$ cat src/rtl/rf_wb_arbiter.sv
// rf_wb_arbiter: round-robin ALU/LSU write-back arbiter with a register scoreboard gating issue
// Ports: clk/rst (sync active-high); alu_*/lsu_* valid-ready write-back ports (rd, wd);
//        rf_we/rf_rd/rf_wd registered register-file write; iss_valid/iss_rs1/iss_rs2/iss_rd issue query;
//        iss_stall combinational hazard flag; busy_vec scoreboard (bit i = write to xi in flight).
module rf_wb_arbiter #(
  parameter int XLEN = 32
) (
  input  logic            clk,
  input  logic            rst,
  input  logic            alu_valid,
  output logic            alu_ready,
  input  logic [4:0]      alu_rd,
  input  logic [XLEN-1:0] alu_wd,
  input  logic            lsu_valid,
  output logic            lsu_ready,
  input  logic [4:0]      lsu_rd,
  input  logic [XLEN-1:0] lsu_wd,
  output logic            rf_we,
  output logic [4:0]      rf_rd,
  output logic [XLEN-1:0] rf_wd,
  input  logic            iss_valid,
  input  logic [4:0]      iss_rs1,
  input  logic [4:0]      iss_rs2,
  input  logic [4:0]      iss_rd,
  output logic            iss_stall,
  output logic [31:0]     busy_vec
);
  logic            r_last;
  logic [31:0]     r_busy;
  logic            w_hs;
  logic [4:0]      w_rd;
  logic [XLEN-1:0] w_wd;
  logic [31:0]     w_set;
  logic [31:0]     w_clr;
  // r_last holds the most recently granted port (1 = LSU); reset value 1 lets the ALU win first.
  // r_busy[0] is never set, so x0 indices need no separate masking in the hazard check.
  always_comb begin
    alu_ready = alu_valid && (!lsu_valid || r_last);
    lsu_ready = lsu_valid && (!alu_valid || !r_last);
    w_hs      = alu_ready || lsu_ready;
    w_rd      = alu_ready ? alu_rd : lsu_rd;
    w_wd      = alu_ready ? alu_wd : lsu_wd;
    iss_stall = iss_valid && (r_busy[iss_rs1] || r_busy[iss_rs2] || r_busy[iss_rd]);
    w_set     = (iss_valid && !iss_stall && iss_rd != 5'd0) ? (32'd1 << iss_rd) : 32'd0;
    w_clr     = rf_we ? (32'd1 << rf_rd) : 32'd0;
    busy_vec  = r_busy;
  end
  // Set is OR'd after the clear so a same-register collision resolves to busy.
  always_ff @(posedge clk) begin
    if (rst) begin
      r_last <= 1'b1;
      r_busy <= '0;
      rf_we  <= 1'b0;
      rf_rd  <= '0;
      rf_wd  <= '0;
    end else begin
      if (w_hs) r_last <= lsu_ready;
      r_busy <= ((r_busy & ~w_clr) | w_set) & 32'hFFFF_FFFE;
      rf_we  <= w_hs && w_rd != 5'd0;
      rf_rd  <= w_rd;
      rf_wd  <= w_wd;
    end
  end
endmodule

$ cat config.mk
export PLATFORM = sky130hd
export DESIGN_NAME = rf_wb_arbiter
export DESIGN_NICKNAME = d
export VERILOG_FILES = /design/src/rtl/rf_wb_arbiter.sv
export SDC_FILE = /design/constraint.sdc
export NUM_CORES = 1
export LEC_CHECK = 0
export BUFFER_PORTS_ARGS = -buffer_cell sky130_fd_sc_hd__buf_4
export CAP_MARGIN = 5
export CORE_AREA = 2 2 82 116
export CTS_CLUSTER_SIZE = 20
export DETAILED_ROUTE_END_ITERATION = 10
export DIE_AREA = 0 0 84 118
export PLACE_DENSITY = 0.75
export SKIP_CTS_REPAIR_TIMING = 1
export SYNTH_ARGS = -nofsm -noshare
export SYNTH_HDL_FRONTEND = slang
export SYNTH_SLANG_ARGS = --single-unit
export TNS_END_PERCENT = 1
$ cat constraint.sdc
create_clock -name clk -period 2 [get_ports clk]
set_input_delay 0 -clock clk [delete_from_list [all_inputs] [get_ports clk]]
set_output_delay 0 -clock clk [all_outputs]
set_load 0.02 [all_outputs]
# Yosys cells after proc, flatten, opt, wreduce, memory -nomap -nowiden
# Index checks and enable logic that the tools add are counted.
# Widths: inputs -> output; s select.
dict set report classes {
  add_sub_neg 0
  mul 0
  div_mod_pow 0
  order_cmp 3
  n_eq_ne 0
  shift 2
  mux 10
  bitwise_logic 3
  reduce_logical 17
}
# cell n
set op_table {}
lappend op_table {{$mux 32} 3}
lappend op_table {{$shl 1x5->32 const A} 2}
lappend op_table {{$and 32x32->32} 1}
lappend op_table {{$not 32->32} 1}
lappend op_table {{$or 32x32->32} 1}
lappend op_table {{$lt 5x6->1 const B} 3}
lappend op_table {{$bmux 1 s5} 3}
lappend op_table {{$reduce_bool 5->1} 2}
lappend op_table {{$logic_and 1x1->1} 6}
lappend op_table {{$logic_or 1x1->1} 5}
lappend op_table {{$mux 5} 1}
lappend op_table {{$logic_not 1->1} 4}
lappend op_table {{$mux 1} 3}
dict set report totals {
  ff_bits 71
  latch_bits 0
  mem_bits_rw 0
  romBits 0
  input_bits 94
  elab_cells 41
  mem_count 0
}

# Depth between registers and ports, before layout
# Gate-level depths: netlist of the first run.
dict set report depth {
  word_depth 10
  mapped_depth 8
  depth_no_buf 6
}

# Worst setup path after synthesis of the first run
# OpenSTA, ideal clock, no wires.
dict set report synth_timing {
  path_type {flip-flop to flip-flop}
  startpoint {reg r_busy[30], in the netlist busy_vec[30]}
  endpoint {reg r_busy[24], in the netlist busy_vec[24]}
  setup_ns 0.101
  arrival_ns 1.921
  required_ns 1.899
  path_slack_ns -0.022
  path_stages_with_launch 7
  period_less_slack_ns 2.022
  path_cell_list {dfxtp_1 -> mux4_2 -> o211a_1 -> nor3_1 -> o311ai_2 -> buf_6 -> o41ai_1}
}
dict set report synth_between {
  elab_chain_cells 10
}
# element line_no
set synth_rtl {}
lappend synth_rtl {{start: declaration} 29} ;# logic [31:0] r_busy;
lappend synth_rtl {{start signal: assignment} 58} ;# r_busy <= ((r_busy & ~w_clr) | w_set) & 32'hFFFF_FFFE;
lappend synth_rtl {{$bmux 1 s5} 43} ;# iss_stall = iss_valid && (r_busy[iss_rs1] || r_busy[iss_rs2] || r_busy[iss_rd]);
lappend synth_rtl {{$mux 1 (implied by the code)} 43}
lappend synth_rtl {{$logic_or 1x1->1} 43}
lappend synth_rtl {{$logic_or 1x1->1 *} 43}
lappend synth_rtl {{$logic_and 1x1->1 *} 43}
lappend synth_rtl {{$logic_not 1->1 *} 44} ;# w_set = (iss_valid && !iss_stall && iss_rd != 5'd0) ? (32'd1 << iss_rd) : 32'd0;
lappend synth_rtl {{$logic_and 1x1->1 * (2 in a row)} 44}
lappend synth_rtl {{$mux 32 *} 44}
lappend synth_rtl {{$or 32x32->32 *} 58}
# Every way passes the cells marked *; elsewhere a longest branch is shown, timed or not. The select of a mux whose other input is x is not followed.
# A chain may end at the register's enable or synchronous reset.

# Final worst setup path of the first run
dict set report layout_timing {
  startpoint {reg r_busy[19], in the netlist busy_vec[19]}
  endpoint {reg r_busy[11], in the netlist busy_vec[11]}
}
# The elaborated chain is that of the path after synthesis.

==> results of run 1 <==
critical path, stage by stage, from the launching register on:
cell,delay [ps]
dfxtp_2,330
mux4_2,480
o2111a_1,260
a211oi_2,290
o311ai_4,180
buf_4,180
clkbuf_16,170
o41ai_2,370
through the flow:
step / cells / util [%] / setup TNS (ps)
floorplan: 436 / - / -1.552
global placement: 729 / 60.34 / -1597
detailed placement: 729 / 60.34 / -2229
CTS: 744 / 63.82 / -3172
global route: 825 / 74.20 / -10500
finish: 825 / 74.20 / -6924
synthesized netlist by cell type, types with 9 or more instances:
master,count
nand2_1,110
dfxtp_1,70
a21oi_1,40
nand3_1,25
clkbuf_1,19
o41ai_1,17
o31ai_1,14
mux4_2,13
nand2b_1,13
o211ai_1,13
mux2i_1,12
mux2_2,9
nor2b_1,9
power groups by stage:
stage	Clock (uW)	Combinational (uW)	Sequential, uW
2_1_floorplan	0	298	1590
6_report	1660	951	1510
3_5_place_dp	0	733	1530
5_1_grt	1700	1000	1510
3_3_place_gp	0	722	1530
4_1_cts	1650	735	1500
per-layer routing:
layer,vias up,global-route usage (%)
li1,2166,-
met1,2290,26.72
met2,310,49.50
met3,91,7.083
met4,0,19.66
met5,-,0
sequential cells by signal, indices dropped and copies added, names as in the netlist:
register	flops
busy_vec	31
r_last	1
rf_rd	5
rf_wd	32
rf_we	1
cells by family after synthesis:
| logic type | after synthesis | synth area share, % |
|---|---|---|
| and+or+nand+nor | 190 | 23.88 |
| other | 1 | 0.1006 |
| AOI/OAI and AO/OA | 106 | 19.74 |
| buffers and inverters | 35 | 4.869 |
| DFF | 70 | 37.61 |
| muxes | 34 | 13.80 |
worst max-delay path by stage:
stage	startpoint	endpoint	cells past startpoint
after floorplan	busy_vec[15]	busy_vec[30]	7
after global placement	busy_vec[16]	busy_vec[16]	7
after detailed placement	busy_vec[16]	busy_vec[16]	7
after CTS	busy_vec[7]	iss_stall	6
after global routing	busy_vec[19]	busy_vec[11]	7
final	busy_vec[19]	busy_vec[11]	7
layout make-up:
cell class | count | area (um^2) | area share [%]
clock buffer | 12 | 266.5 | 4.047
clock inverter | 3 | 42.54 | 0.6460
inverter | 3 | 11.26 | 0.1710
multi-input combinational | 331 | 2256 | 34.26
sequential | 70 | 1406 | 21.36
tap | 107 | 133.9 | 2.033
timing repair buffer | 299 | 2469 | 37.49
==> out/qor.yml, run 1 <==
ir_worst_vdd_mv: 0.7321
synthArstFlopShare_pct: 0
dieWidth_um: 84
overflow: 0
cts_max_path_buffers: 2
synth.area.top_cells: "dfxtp_1, nand2_1, mux4_2"
reg2reg_slack_ps: -380
report.final.hold_viol_count: 0
die_y_um: 118
root_buffer: "clkbuf_16"
r2r-end: "busy_vec[11]"
grt_pass1_wl_mm: 21.66
wl_met3_mm: 1.346
syn-num-nets: 530
power_uw: 4120
hp-start: "lsu_rd[1]"
drc: 0
synth_seq_area_share_pct: 37.61
final_cell_mix: "buf_4, nand2_1, dlygate4sd3_1"
antenna_cells: 0
coreArea_um2: 8875
wl_met1_mm: 5.594
wirelength_mm: 17.06
rsz0062_at_grt: "yes"
hold_ws_ps: 1.360
p_int_uw: 2988
path_max_fanout: 15
r2r_cells: 7
synthCells: 436
slew_violations: 0
combPwrFrac_pct: 23.1
ys_warn_count: 0
netSwitchingFraction_pct: 27.47
synth_cell_types: 42
synth_area_um2: 3726
nets: 808
cp_data_required_time_ps: 2220
clkLatencyLatePin_ps: 330
endpoint_kind: "flip-flop"
antenna_found_initial: 0
htreeDepth: 3
final_common_cell: "buf_4"
p_leak_uw: 0.003011
placed_area_um2: 5355
synthFlopType: "dfxtp_1"
fillers: 612
routedWlPerCell_um: 20.68
yosysTopAreaCell: "dfxtp_1"
drtPass1Iterations: 5
grt.total_usage_pct: 27.53
stdcell_area_um2: 6585
row_count: 41
post-route-min-period_ps: 2377
skew_ps: 7.848
ioPinCount: 167
violations: "setup timing"
die-area_um2: 9912
status: "finished, violations left"
finalSetupViolCount: 32
slew_headroom_pct: 60.98
synth_area_per_cell_um2: 8.546
cts.sinks: 70
via_count: 4857
r2r-start: "busy_vec[19]"
power.share.clock_pct: 40.4
worst_pin_slew_ps: 584.5
gp_congestion: 0.9834
synth_top_area_share_pct: 37.61
viasPerCell: 5.887
critical_path_class: "reg2reg"
post-dp-hpwl_mm: 10.95
synth-edff-count: 0
min_path_type: "in2reg"
port_buffers: 165
cp.arrival_ps: 2590
syn_to_final_growth_pct: 76.73
hold_depth: 3
drv_cap: 0
cts_tree: "built"
power.density_nw_per_um2: 625.7
dp_slack_ps: -166.7
drtAntennaViolNets: 0
synth_seq_cells: 70
dr.max_layer_used: "met4"
min_period_over_period_pct: 118.9
grt_pass1_vias: 4479
fmax_ghz: 0.4206
p_switching_uw: 1132
drive_above_1_share_pct: 39.28
cts_buffers: 9
seq_power_share_pct: 36.5
whs_endpoint: "rf_we"
critPathLaunchType: "flip-flop"
initialDrtViolationCount: 535
met2_wirelength_mm: 8.865
clk_pin_slew_ps: 60
worst_slack_ps: -377.3
initial_utilization_pct: 41.99
grt_max_degree: 43
No activity file was read; power rests on OpenSTA's default activity.
==> run 2: changes to the inputs <==
--- a/config.mk
+++ b/config.mk
@@ -7,10 +7,10 @@
 export LEC_CHECK = 0
 export BUFFER_PORTS_ARGS = -buffer_cell sky130_fd_sc_hd__buf_4
 export CAP_MARGIN = 5
-export CORE_AREA = 2 2 82 116
+export CORE_AREA = 2 2 97 99
 export CTS_CLUSTER_SIZE = 20
 export DETAILED_ROUTE_END_ITERATION = 10
-export DIE_AREA = 0 0 84 118
+export DIE_AREA = 0 0 99 101
 export PLACE_DENSITY = 0.75
 export SKIP_CTS_REPAIR_TIMING = 1
 export SYNTH_ARGS = -nofsm -noshare
==> run 2 against run 1 <==
Effect of this change: the flow still finishes with violations (setup timing); first-iteration DRC count is 53% lower; hold slack better by 71 ps; sequential share of layout area is 0.38 points higher.
==> out/qor.yml, run 2 (same netlist as run 1, synthesis figures left out) <==
die-area_um2: 9999
htreeDepth: 3
gp_congestion: 0.9466
die_y_um: 101
fmax_ghz: 0.4212
root_buffer: "clkbuf_8"
path_max_fanout: 14
grt_max_degree: 43
reg2reg_slack_ps: -290
final_util_pct: 72.07
cts_buffers: 9
finalSetupViolCount: 32
hold_depth: 4
drc: 0
hold_ws_ps: 72.80
drive_above_1_share_pct: 39.08
power_uw: 3434
initialDrtViolationCount: 252
viasPerCell: 5.742
ioPinCount: 167
min_path_type: "in2reg"
r2r-end: "busy_vec[30]"
wirelength_mm: 15.89
cts_max_path_buffers: 2
row_count: 35
hp-start: "alu_rd[3]"
routedWlPerCell_um: 19.14
via_count: 4766
crit_top_cell: "mux4_2"
cp_data_required_time_ps: 2000
violations: "setup timing"
antenna_found_initial: 0
port_buffers: 165
p_int_uw: 2356
ir_worst_vdd_mv: 0.4578
combPwrFrac_pct: 27.0
report.final.hold_viol_count: 0
worst_path_max_delay_cell: "mux4_2"
slew_violations: 0
top_register: "rf_wd"
status: "finished, violations left"
max_stage_delay_ps: 630
nets: 809
cts.sinks: 70
grt_pass1_vias: 4316
antenna_cells: 0
power.density_nw_per_um2: 530.7
syn_to_final_growth_pct: 73.64
drv_cap: 0
critical_path.top_delay_family: "multiplexers"
clk_pin_slew_ps: 80
min_period_over_period_pct: 118.7
post-dp-hpwl_mm: 10.13
overflow: 0
largest_reg_flops: 32
critical_path_class: "reg2out"
coreArea_um2: 8977
path_buf_inv: 1
p_switching_uw: 1078
initial_utilization_pct: 41.51
cp.arrival_ps: 2370
dieWidth_um: 99
clkLatencyLatePin_ps: 350
grt_pass1_wl_mm: 20.60
rsz0062_at_grt: "yes"
placed_area_um2: 5380
p_leak_uw: 0.002924
final_common_cell: "buf_4"
worst_pin_slew_ps: 614.5
final_cell_mix: "buf_4, nand2_1, dlygate4sd3_1"
skew_ps: 12.93
post-route-min-period_ps: 2374
r2r-start: "busy_vec[19]"
dp_slack_ps: -102.9
slew_headroom_pct: 58.68
worst_slack_ps: -374.0
endpoint_kind: "primary output"
netSwitchingFraction_pct: 31.39
drtAntennaViolNets: 0
grt.total_usage_pct: 25.91
power.share.clock_pct: 29.3
stdcell_area_um2: 6470
critPathLaunchType: "flip-flop"
r2r_cells: 7
cts_tree: "built"
whs_endpoint: "rf_we"
drtPass1Iterations: 6
seq_power_share_pct: 43.7
crit_chain: "mux4_2 -> nand2_1 -> o211ai_1 -> mux4_2 -> o21a_1 -> buf_6"
-- run 2: metrics by stage --
stage	instances	setup TNS, ps
after global routing	830	-11370
after CTS	749	-2020
after global placement	734	-534.5
final	830	-7040
after detailed placement	734	-1148
after floorplan	436	-1.552
-- run 2: power groups by stage --
stage	Clock [uW]	Sequential, uW	Combinational (uW)
after global placement	0	1530	714
final	1010	1500	926
after CTS	1000	1500	726
after global routing	1080	1510	981
after detailed placement	0	1530	724
after floorplan	0	1590	298
-- run 2: worst max path at each step --
| stage | startpoint | to | cells after the start |
|---|---|---|---|
| 2_1_floorplan | busy_vec[15] | busy_vec[30] | 7 |
| 3_3_place_gp | busy_vec[28] | busy_vec[16] | 6 |
| 3_5_place_dp | busy_vec[14] | busy_vec[8] | 7 |
| 4_1_cts | busy_vec[7] | iss_stall | 6 |
| 5_1_grt | busy_vec[19] | iss_stall | 7 |
| 6_report | busy_vec[7] | iss_stall | 6 |
-- run 2: layer usage --
metal  GRT usage [%]  wire (um)  vias up
li1                -          -     2169
met1           29.22       5726     2258
met2           45.37       7929      280
met3           5.340       1492       59
met4           14.96        736        0
met5               0          0        -
-- run 2: final cells by class --
cell class / count / area, um^2
fill: 620 / 2507
multi-input combinational: 331 / 2263
tap: 111 / 138.9
clock inverter: 6 / 40.04
sequential: 70 / 1406
clock buffer: 9 / 123.9
timing repair buffer: 300 / 2486
inverter: 3 / 11.26
-- run 2: worst reg2reg max path, stage by stage, from the launching register on --
cell	delay [ps]
dfxtp_2	340
mux4_2	480
o2111a_1	270
a211oi_2	270
o311ai_4	180
buf_4	180
clkbuf_16	170
o41ai_1	320
